$ cat config.mk
export PLATFORM = sky130hd
export DESIGN_NAME = iqsrc_prbs
export DESIGN_NICKNAME = d
export VERILOG_FILES = /design/src/rtl/iqsrc_prbs.sv
export SDC_FILE = /design/constraint.sdc
export NUM_CORES = 1
export LEC_CHECK = 0
export ABC_AREA = 1
export BUFFER_PORTS_ARGS = -buffer_cell sky130_fd_sc_hd__buf_2
export CAP_MARGIN = 40
export CELL_PAD_IN_SITES_DETAIL_PLACEMENT = 1
export CELL_PAD_IN_SITES_GLOBAL_PLACEMENT = 1
export CORE_UTILIZATION = 30
export CTS_BUF_LIST = sky130_fd_sc_hd__clkbuf_8
export DETAILED_ROUTE_END_ITERATION = 8
export PLACE_DENSITY = 0.68
export SYNTH_ARGS = -nofsm -noshare
export SYNTH_HDL_FRONTEND = slang
export SYNTH_SLANG_ARGS = --single-unit
$ cat constraint.sdc
create_clock -name CLK -period 4.7 [get_ports CLK]
set_clock_uncertainty 0.2 [all_clocks]
set_input_delay 0.94 -clock CLK [delete_from_list [all_inputs] [get_ports CLK]]
set_output_delay 0.94 -clock CLK [all_outputs]
set_load 0.005 [all_outputs]
$ cat src/rtl/iqsrc_prbs.sv
// PRBS-31 word source for the QPSK mapper reader interface: emits nwords W-bit words per run.
// Optional one-shot bit-0 error injection is enabled with the IQSRC_ERRINJ_EN macro.
module iqsrc_prbs #(
    parameter int W     = 128,
    parameter int CNT_W = 16
) (
    input  logic             CLK,
    input  logic             RST,
    input  logic             ce,
    input  logic             start,
    input  logic [30:0]      seed,
    input  logic [CNT_W-1:0] nwords,
    input  logic             reader_en,
`ifdef IQSRC_ERRINJ_EN
    input  logic             err_inj,
`endif
    output logic             valid_o,
    output logic [W-1:0]     reader_data,
    output logic             busy,
    output logic             done
);

    typedef enum logic [1:0] {
        S_IDLE = 2'd0,
        S_LOAD = 2'd1,
        S_RUN  = 2'd2,
        S_DONE = 2'd3
    } state_t;

    state_t           r_state;
    state_t           w_state_nxt;
    logic [30:0]      r_lfsr;
    logic [CNT_W-1:0] r_count;
    logic [CNT_W-1:0] r_nwords;
    logic             r_valid;
    logic [W-1:0]     r_data;

    logic             w_latch;
    logic             w_load;
    logic             w_xfer;
    logic             w_last;
    logic             w_flip;
    logic [CNT_W-1:0] w_cnt_inc;
    logic [W+30:0]    w_gen;
    logic [W-1:0]     w_word;
    logic [30:0]      w_lfsr_nxt;

    // W consecutive LFSR steps unrolled into one cycle; returns {next state, word}.
    function automatic logic [W+30:0] prbs_word(input logic [30:0] s_in);
        logic [30:0]  s;
        logic [W-1:0] wd;
        logic         b;
        s  = s_in;
        wd = '0;
        for (int i = 0; i < W; i++) begin
            b     = s[30] ^ s[27];
            wd[i] = b;
            s     = {s[29:0], b};
        end
        return {s, wd};
    endfunction

    assign w_gen      = prbs_word(r_lfsr);
    assign w_word     = w_gen[W-1:0];
    assign w_lfsr_nxt = w_gen[W+30:W];
    assign w_cnt_inc  = r_count + CNT_W'(1);

    always_ff @(posedge CLK or negedge RST) begin
        if (!RST) begin
            r_state <= S_IDLE;
        end else if (ce) begin
            r_state <= w_state_nxt;
        end
    end

    always_comb begin
        w_state_nxt = r_state;
        w_latch     = 1'b0;
        w_load      = 1'b0;
        w_xfer      = 1'b0;
        w_last      = 1'b0;
        case (r_state)
            S_IDLE: begin
                if (start) begin
                    w_latch     = 1'b1;
                    w_state_nxt = (nwords == '0) ? S_DONE : S_LOAD;
                end
            end
            S_LOAD: begin
                w_load      = 1'b1;
                w_state_nxt = S_RUN;
            end
            S_RUN: begin
                if (r_valid && reader_en) begin
                    w_xfer = 1'b1;
                    if (w_cnt_inc == r_nwords) begin
                        w_last      = 1'b1;
                        w_state_nxt = S_DONE;
                    end else begin
                        // Back-to-back: the replacement word loads on the same edge as the pop.
                        w_load = 1'b1;
                    end
                end
            end
            S_DONE: begin
                w_state_nxt = S_IDLE;
            end
            default: begin
                w_state_nxt = S_IDLE;
            end
        endcase
    end

`ifdef IQSRC_ERRINJ_EN
    logic r_err_arm;

    // Pulses while already armed merge into the single pending flip.
    always_ff @(posedge CLK or negedge RST) begin
        if (!RST) begin
            r_err_arm <= 1'b0;
        end else if (ce) begin
            r_err_arm <= (r_err_arm & ~w_load) | (err_inj & busy);
        end
    end

    assign w_flip = r_err_arm;
`else
    assign w_flip = 1'b0;
`endif

    always_ff @(posedge CLK or negedge RST) begin
        if (!RST) begin
            r_lfsr   <= 31'h1;
            r_count  <= '0;
            r_nwords <= '0;
            r_valid  <= 1'b0;
            r_data   <= '0;
        end else if (ce) begin
            if (w_latch) begin
                r_lfsr   <= (seed == 31'h0) ? 31'h1 : seed;
                r_nwords <= nwords;
                r_count  <= '0;
            end
            if (w_xfer) begin
                r_count <= w_cnt_inc;
            end
            if (w_load) begin
                r_data  <= {w_word[W-1:1], w_word[0] ^ w_flip};
                r_lfsr  <= w_lfsr_nxt;
                r_valid <= 1'b1;
            end else if (w_last) begin
                r_valid <= 1'b0;
            end
        end
    end

    assign valid_o     = r_valid;
    assign reader_data = r_data;
    assign busy        = (r_state == S_LOAD) || (r_state == S_RUN);
    assign done        = (r_state == S_DONE);

endmodule

==> results of run 1 <==
[worst max-delay path, cell delays in order, from the launching register on]
cell,delay (ns)
dfrtp_1,0.41
ha_1,0.21
nand3_1,0.19
nor2_1,0.20
nand3_1,0.10
nand2_1,0.09
nand2_1,0.07
nand2_1,0.06
nand2_1,0.05
nand2_1,0.05
nor2_1,0.06
nand3_2,0.10
nand2_2,0.07
nand2_4,0.29
nand3_4,0.39
inv_4,0.72
nand2_1,0.17
nand2_1,0.10
[worst paths after layout]
check / end / cells past startpoint
min reg2reg: reader_data[124] / 2
min in group CLK: reader_data[124] / 2
min: reader_data[4] / 1
max: reader_data[15] / 17
max in group asynchronous: r_nwords[10] / 3
max reg2reg: reader_data[15] / 17
[report_power, final]
group / internal (mW) / total, mW / switching, mW / leakage, nW
Sequential: 2.40 / 2.96 / 0.566 / 2.45
Clock: 0.446 / 1.15 / 0.702 / 0.204
Combinational: 2.17 / 6.26 / 4.09 / 3.49
[per-layer routing]
layer | GRT usage | wire length, um
met1 | 0.278 | 15600
met2 | 0.327 | 15300
met3 | 0.0342 | 1150
met4 | 0.0643 | 644
met5 | 0 | 22
[sequential cells by signal (all words and copies together) (netlist names)]
| name | flops |
|---|---|
| r_lfsr | 31 |
| r_nwords | 16 |
| reader_data | 128 |
| valid_o | 1 |
| r_state | 2 |
| r_count | 16 |
[stage by stage]
stage          cells  hold slack [ns]  setup slack [ns]   util  power [mW]
5_1_grt         1819            0.125             0.594  0.358        11.3
3_5_place_dp    1786            0.261              1.02  0.345        9.29
3_3_place_gp    1780            0.260              1.13  0.343        9.17
4_1_cts         1818            0.117             0.987  0.358        10.5
6_report        1819            0.144              1.02  0.358        10.4
2_1_floorplan   1196            0.266              2.37      -        6.93
[Yosys cell counts (all sizes together)]
cell type | number | area [um^2]
dfrtp | 193 | 4830
nand3b | 7 | 52.6
nor2 | 26 | 123
o21bai | 1 | 7.51
o21ai | 70 | 354
dfstp | 1 | 26.3
inv | 57 | 216
clkbuf | 13 | 48.8
buf | 41 | 268
xnor3 | 1 | 22.5
nor4 | 9 | 56.3
nand3 | 98 | 500
a21oi | 5 | 25.0
mux2 | 4 | 45.0
nor3 | 2 | 10.0
mux2i | 1 | 10.0
nand2 | 518 | 1980
o22ai | 8 | 50.1
xnor2 | 43 | 377
nand4 | 9 | 56.3
xor2 | 83 | 734
ha | 6 | 75.1
[layout make-up]
class	count	area, um^2	share of cell area
multi-input cells	891	4500	0.387
repair buffers	202	1090	0.0938
inverters	57	216	0.0186
well taps	442	553	0.0476
clock inverters	15	171	0.0148
clock buffers	17	234	0.0201
flip-flops and latches	194	4860	0.418
diodes	1	2.50	0.000215
[cells by family after synthesis]
group                    count (synthesis)  synth area share
XOR/XNOR                               127             0.115
AND/OR/NAND/NOR                        669             0.282
AO/OA/AOI/OAI                           84            0.0442
multiplexers                             5           0.00558
flip-flops                             194             0.492
buffers and inverters                  111            0.0540
adder cells (fa/ha/maj)                  6           0.00760
==> key figures, run 1 <==
Floorplan
  – Die height: 183 um
  – Die width: 183 um
  – IO Pins: between 150 and 200
  – Row Count: 66
  – Core area: 0.0325 mm^2
  – Initial Util: 0.304
  – Die area: 0.0336 mm^2

Timing
  – Worst slew pin tran: 0.892 ns
  – Fin crit share: 0.784
  – FMAX: between 0.2 and 0.3 GHz
  – Max Slew Vio Count: 0
  – Final hold violation count: 0
  – Fin Setup TNS: 0 ns
  – Tmin final: 3.68 ns
  – Final setup vio count: 0
  – Rel. slew slack: 0.403
  – RSZ-0062 raised after global routing: false

Placement
  – Placed instance area: 0.0112 mm^2
  – GPL Wtd Cong: 0.832
  – Hpwl dp: 24.4 mm
  – Number of port buffers: 182

Clocking
  – Post_cts resized: 0
  – Clock latency on the worst-skew pair: 0.51 ns
  – Clk pin slew, worst setup/hold paths: 0.10 ns
  – Hold buffers post-CTS: 0
  – CTS Sinks: 194
  – TritonCTS clock tree: done
  – Clk buf depth: 2
  – Total CTS buffers: 17
  – CTS Root Cell: clkbuf_8
  – Setup Fix Bufs, Post-CTS: 0
  – CTS H-tree lvls: 4

Logic synthesis
  – Synth warn: 0
  – Post-synthesis register bit count: 194
  – Post-synth net total: 1254
  – Register area share after synthesis: 0.492
  – Synth Cell Area: 0.00987 mm^2
  – Syn_area_per_cell: 8.25 um^2
  – Post-Synthesis Cells: 1196
  – Yosys cell types: 36

GRT
  – Number of global-route vias before repair: just under 9000
  – Global-route wire length before repair: between 50 and 60 mm
  – Largest net degree at the start of global routing: 82
  – Initial antenna violation count: 3
  – GR Util All Layers: 0.203
  – Total gr overflow: 0

Layout
  – P&R area growth vs syn: 17.7%
  – # nets final: 1421
  – Leading cell type in the layout, fill and taps excluded: nand2_1
  – Finished Cell Area: 0.0116 mm^2
  – Share of cells above drive strength 1: 0.192
  – Most frequent cells in the layout: nand2_1, dfrtp_1, buf_2
  – Fill count: between 3000 and 4000

Routing
  – WL/cell: 18.0 um
  – Iteration-0 DRC Markers: 487
  – Vias per std cell: approximately 4.7
  – Routed wire length: 32.7 mm
  – Vias: 8476
  – Initial DRT Pass Iterations: 4
  – Remaining DRCs: 0
  – ANT nets after route: 0

Run status
  – Status: complete, no violations

Worst setup path
  – CP endpoint kind: register
  – Critical Path Fanout Max: 81
  – Launch point of the worst reg-to-reg path: r_count[1]
  – Type of origin of the critical path: register
  – Critical path origin: r_count[1]
  – Arrival time at the worst endpoint: 3.92 ns
  – Reg2Reg Setup Slack: 1.02 ns
  – CP Data Required Time: 4.93 ns
  – Setup CP Type: register to register

Worst hold path
  – Class of the worst hold path: input pin to asynchronous set/reset pin

Run
  – Max-cap check violation count: 0

Power
  – P_leak: roughly 6.1 nW
  – PwrDens: 893 mW/mm^2
  – Max IR drop VDD: 0.000288 V
Note: power is estimated with default switching activity, not from simulation.
==> run 2, diff against run 1 <==
Settings changed: PLACE_DENSITY 0.68 to 0.71.
Clock period 4.7 ns to 2.96 ns, I/O delays scaled along.
==> run 2 against run 1 <==
  * Cell area is 3.7% higher
  * Die area stayed put
  * Utilization rose by 1.3 points
  * Critical path type unchanged
==> key figures, run 2 (synthesis gave the netlist of run 1 again) <==
Floorplan
  – Die width: between 150 and 200 um
  – Die height: 183 um
  – Core area: 0.0325 mm^2
  – IO Pins: 183
  – Row Count: 66
  – Initial Util: 0.304
  – Die area: 0.0336 mm^2

Worst setup path
  – Critical path's most frequent cell: nand2_1
  – Cells on worst reg2reg path: 17
  – Launch point of the worst reg-to-reg path: r_count[7]
  – CP top delay family: simple AND/OR/NAND/NOR gates
  – Critical Path Fanout Max: 31
  – WP depth: 17
  – Setup CP Type: register to register
  – CP max stage cell: dfrtp_1
  – Reg2Reg Setup Slack: approximately 0.21 ns
  – CP Data Required Time: 3.20 ns
  – Crit-path max cell delay: 0.44 ns
  – Arrival time at the worst endpoint: 2.99 ns
  – Sequence of cells on the critical path: nand2_1, nor2_1, inv_1, nor2_1, nand2_1, nand3_1, nand2_1, nand2_1, nor2_1, nand3_2, nand2_2, nand2_4, buf_4, nand3_1, nand2_1, nand2_1, nand2_1
  – Type of origin of the critical path: register
  – Crit path buf inv count: 2
  – CP endpoint kind: register
  – Critical path origin: r_count[7]
  – Reg2reg end: r_lfsr[6]
  – Critical path capture point: r_lfsr[6]

Power
  – Clk network pwr share: 0.102
  – Reg power frac: 0.275
  – Sw Ratio: 0.501
  – Internal: 8.55 mW
  – Max IR drop VDD: 0.000429 V
  – P_leak: approximately 6.4 nW
  – Comb pwr share: 0.623
  – PwrDens: 1420 mW/mm^2
  – Switching power: 8.59 mW

GRT
  – Largest net degree at the start of global routing: 75
  – Number of global-route vias before repair: 9197
  – Total gr overflow: 0
  – Initial antenna violation count: 2
  – GR Util All Layers: 0.203
  – Global-route wire length before repair: between 50 and 60 mm

Routing
  – Iteration-0 DRC Markers: 544
  – Vias: 8726
  – Vias per std cell: between 4 and 5
  – Remaining DRCs: 0
  – WL/cell: between 15 and 20 um
  – ANT nets after route: 0
  – Routed wire length: 33.2 mm
  – Initial DRT Pass Iterations: 4

Run status
  – Status: complete, no violations

Clocking
  – Clock latency on the worst-skew pair: around 0.5 ns
  – Clk buf depth: 2
  – Total CTS buffers: 17
  – CTS Root Cell: clkbuf_8
  – Clk pin slew, worst setup/hold paths: between 0.1 and 0.15 ns
  – CTS Sinks: 194
  – TritonCTS clock tree: done
  – CTS H-tree lvls: 4

Timing
  – Worst slew pin tran: roughly 0.72 ns
  – Fin Setup TNS: 0 ns
  – Final setup vio count: 0
  – Fin crit share: 0.929
  – RSZ-0062 raised after global routing: true
  – Max Slew Vio Count: 0
  – FMAX: roughly 0.36 GHz
  – Final hold violation count: 0
  – Tmin final: 2.75 ns
  – Rel. slew slack: 0.517

Layout
  – # nets final: 1462
  – Most frequent cells in the layout: nand2_1, dfrtp_1, buf_2
  – Fill count: ~4000
  – Antenna Cells: 0
  – P&R area growth vs syn: 22.1%
  – Share of cells above drive strength 1: 0.217
  – Leading cell type in the layout, fill and taps excluded: nand2_1
  – Fin util: 0.371
  – Max FFs per register: 128

Placement
  – GPL Wtd Cong: 0.855
  – Number of port buffers: 182
  – Hpwl dp: 25.0 mm

Run
  – Max-cap check violation count: 0

Worst hold path
  – Class of the worst hold path: input pin to register
==> run 2: changes by cell type in the layout (fill, tap and decap cells not counted), moves of 2 or more <==
cell,delta
nor2_2,+2
inv_8,+2
nor2_1,-2
buf_4,+29
clkinv_2,-2
buf_12,+10
==> run 2: final cells by class <==
class                      instances  area [um^2]  area share
sequential                       194         4860       0.403
multi-input combinational        891         4510       0.374
clock inverter                    14          141      0.0117
tap                              442          553      0.0459
inverter                          57          216      0.0180
timing repair buffer             243         1530       0.127
clock buffer                      18          248      0.0206
==> run 2: through the flow <==
stage / power, mW / hold slack (ns) / setup WS (ns) / cells / instance area, um^2
final: 17.1 / 0.142 / 0.210 / 1859 / 12000
after global routing: 18.6 / 0.132 / -0.00125 / 1859 / 12000
after CTS: 17.3 / 0.116 / 0.0261 / 1857 / 12000
after detailed placement: 15.4 / 0.263 / 0.0235 / 1824 / 11600
after global placement: 15.2 / 0.259 / 0.149 / 1824 / 11600
after floorplan: 11.0 / 0.0964 / 0.626 / 1196 / 9870
==> run 2: power by group through the flow <==
stage	Combinational (mW)	Clock [mW]	Sequential, mW
2_1_floorplan	6.43	0	4.58
3_3_place_gp	10.5	0	4.76
3_5_place_dp	10.6	0	4.76
4_1_cts	10.7	1.81	4.72
5_1_grt	11.8	1.92	4.85
6_report	10.7	1.75	4.71
==> run 2: how the worst min path moves through the flow <==
stage	startpoint	to	slack (ns)	depth (start not counted)
floorplan	RST	r_count[0]	0.1	0
global placement	reader_data[115]	reader_data[115]	0.26	2
detailed placement	reader_data[73]	reader_data[73]	0.26	2
CTS	nwords[7]	r_nwords[7]	0.12	2
global route	nwords[5]	r_nwords[5]	0.13	2
finish	nwords[7]	r_nwords[7]	0.14	2
==> run 2: repair_timing <==
| action | in CTS | in global routing |
|---|---|---|
| buffers inserted | 0 | 1 |
| endpoints found under the setup margin | 0 | 150 |
| endpoints found under the hold margin | 44 | 0 |
| hold buffers | 1 | 0 |
| gates resized for setup | 0 | 5 |
==> run 2: layer usage <==
metal,GRT usage,share of wire
met1,0.274,0.45
met4,0.0683,0.025
met3,0.0320,0.048
met5,0,0.00090
met2,0.332,0.47
==> run 3, diff against run 2 <==
Settings changed: CTS_CLUSTER_DIAMETER from default to 80, PLACE_DENSITY 0.71 to default, PLACE_DENSITY_LB_ADDON from default to 0.2.
==> run 3 against run 2 <==
  * Cell count is 0.43% lower
  * Wire length rose by 1.8%
  * Register-to-register slack better by 0.08 ns
  * Flip-flop and latch count unchanged
  * Clock power increased by 3%
  * Setup slack improved by 0.077 ns
  * Sequential share of layout area is 0.26 points higher
  * Largest cell class unchanged
  * Highest routed layer is now met4
==> key figures, run 3 (synthesis gave the netlist of run 1 again) <==
Worst setup path
  – Arrival time at the worst endpoint: 2.84 ns
  – CP endpoint kind: register
  – Crit-path max cell delay: 0.42 ns
  – Sequence of cells on the critical path: ha_1, nand3_2, inv_2, nand3_1, nand2_1, nand3_1, nand2_1, nand2_1, nor2_1, nand3_2, nand2_2, nand2_4, nand3_4, inv_4, buf_12, nand2_1, nand2_1
  – CP max stage cell: dfrtp_1
  – Setup CP Type: register to register
  – Critical path's most frequent cell: nand2_1
  – Critical Path Fanout Max: 39
  – CP Data Required Time: 3.13 ns
  – Type of origin of the critical path: register

Run
  – Max-cap check violation count: 0

Placement
  – Cells after DPL: 1818
  – Hpwl dp: ~25 mm
  – Number of port buffers: ~180
  – Placed instance area: 0.0116 mm^2
  – Place WS: 0.216 ns
  – GPL Wtd Cong: 0.875

Power
  – Max IR drop VDD: between 0.0004 and 0.0005 V
  – P_leak: 6.34 nW
  – PwrDens: 1440 mW/mm^2

Floorplan
  – Die width: between 150 and 200 um
  – Initial Util: 0.304
  – Die height: 183 um
  – IO Pins: 183
  – Die area: 0.0336 mm^2
  – Core area: roughly 0.032 mm^2
  – Row Count: 66

Clocking
  – Clk buf depth: 2
  – Total CTS buffers: 17
  – CTS Root Cell: clkbuf_8
  – CTS H-tree lvls: 4
  – TritonCTS clock tree: done
  – Clk pin slew, worst setup/hold paths: 0.10 ns
  – Clock latency on the worst-skew pair: 0.49 ns
  – CTS Sinks: just under 200

Routing
  – Initial DRT Pass Iterations: 4
  – Iteration-0 DRC Markers: around 420
  – WL/cell: around 18 um
  – Routed wire length: 33.8 mm
  – Vias per std cell: roughly 4.7
  – Vias: between 8000 and 9000
  – Remaining DRCs: 0
  – ANT nets after route: 0

Timing
  – RSZ-0062 raised after global routing: false
  – Rel. slew slack: 0.556
  – Min Hold Slack: 0.163 ns
  – Tmin final: around 2.7 ns
  – FMAX: 0.374 GHz
  – Final hold violation count: 0
  – Fin Setup TNS: 0 ns
  – Fin crit share: 0.903
  – Max Slew Vio Count: 0
  – Final setup vio count: 0
  – Worst slew pin tran: 0.664 ns
  – Post-route setup slack: 0.287 ns

Run status
  – Status: complete, no violations

GRT
  – Global-route wire length before repair: 52.4 mm
  – Global Route met1 Usage: 0.292
  – Met3 GRT Util: 0.0306
  – Total gr overflow: 0
  – Initial antenna violation count: 0
  – Global-route layer with the greatest usage: met2
  – Met2 Use GR: 0.326
  – Number of global-route vias before repair: 8853
  – Largest net degree at the start of global routing: 67
  – GR Util All Layers: 0.206

Worst hold path
  – Class of the worst hold path: input pin to register

Layout
  – Finished Cell Area: 0.0120 mm^2
  – Combined area of the multi-input logic cells: between 0.004 and 0.005 mm^2
  – Layout Cells excl Fill: 1851
  – Sequential Area: 0.00486 mm^2
  – Most frequent cells in the layout: nand2_1, dfrtp_1, buf_2
  – P&R area growth vs syn: 21.3%
  – Fill count: 3919
  – # nets final: approximately 1500
  – Antenna Cells: 0
  – Leading cell type in the layout, fill and taps excluded: nand2_1
  – Share of cells above drive strength 1: 0.211
  – Max FFs per register: about 130
==> run 3: layer usage <==
metal | vias to the layer above | wire (um)
li1 | 4162 | -
met2 | 165 | 15500
met5 | - | 0
met1 | 4266 | 16600
met3 | 32 | 1060
met4 | 0 | 623
==> run 3: critical path, delay by kind of cell (launching register included) <==
| kind | cells | cell delay [ns] |
|---|---|---|
| buffers and inverters | 3 | 0.36 |
| and+or+nand+nor | 13 | 1.32 |
| DFF | 1 | 0.42 |
| adders and majority gates | 1 | 0.22 |
==> run 3: per-stage QoR <==
stage,power (mW),utilization
final,17.2,0.369
after global routing,18.6,0.369
after CTS,17.4,0.368
after detailed placement,15.4,0.356
after global placement,15.4,0.356
after floorplan,11.0,-
==> run 3: layout make-up <==
type	count	area share
multi-input cells	892	0.377
flip-flops and latches	194	0.406
clock inverters	13	0.0116
well taps	442	0.0462
repair buffers	235	0.121
inverters	57	0.0181
clock buffers	18	0.0207
==> run 3: path summary, 6_finish.rpt <==
| path | from | end | slack, ns | cells past startpoint |
|---|---|---|---|---|
| max in group asynchronous | RST | r_count[13] | 1.27 | 3 |
| setup / recovery | r_count[1] | reader_data[90] | 0.29 | 17 |
| hold reg to reg | reader_data[93] | reader_data[93] | 0.28 | 2 |
| min in group asynchronous | RST | reader_data[5] | 0.49 | 2 |
| setup reg to reg | r_count[1] | reader_data[90] | 0.29 | 17 |
| hold / removal | nwords[4] | r_nwords[4] | 0.16 | 2 |
==> run 3: report_power, final <==
group          total [mW]  internal, mW  switching (mW)
sequential           4.74          3.80           0.934
clock                1.81         0.718            1.09
combinational        10.6          3.98            6.66
total                17.2          8.50            8.68
==> run 3: timing repair <==
item | CTS | global route
gates resized for setup | 0 | 2
setup endpoints to repair | 0 | 34
buffers inserted | 0 | 0
endpoints found under the hold margin | 62 | 0
hold buffers | 1 | 0
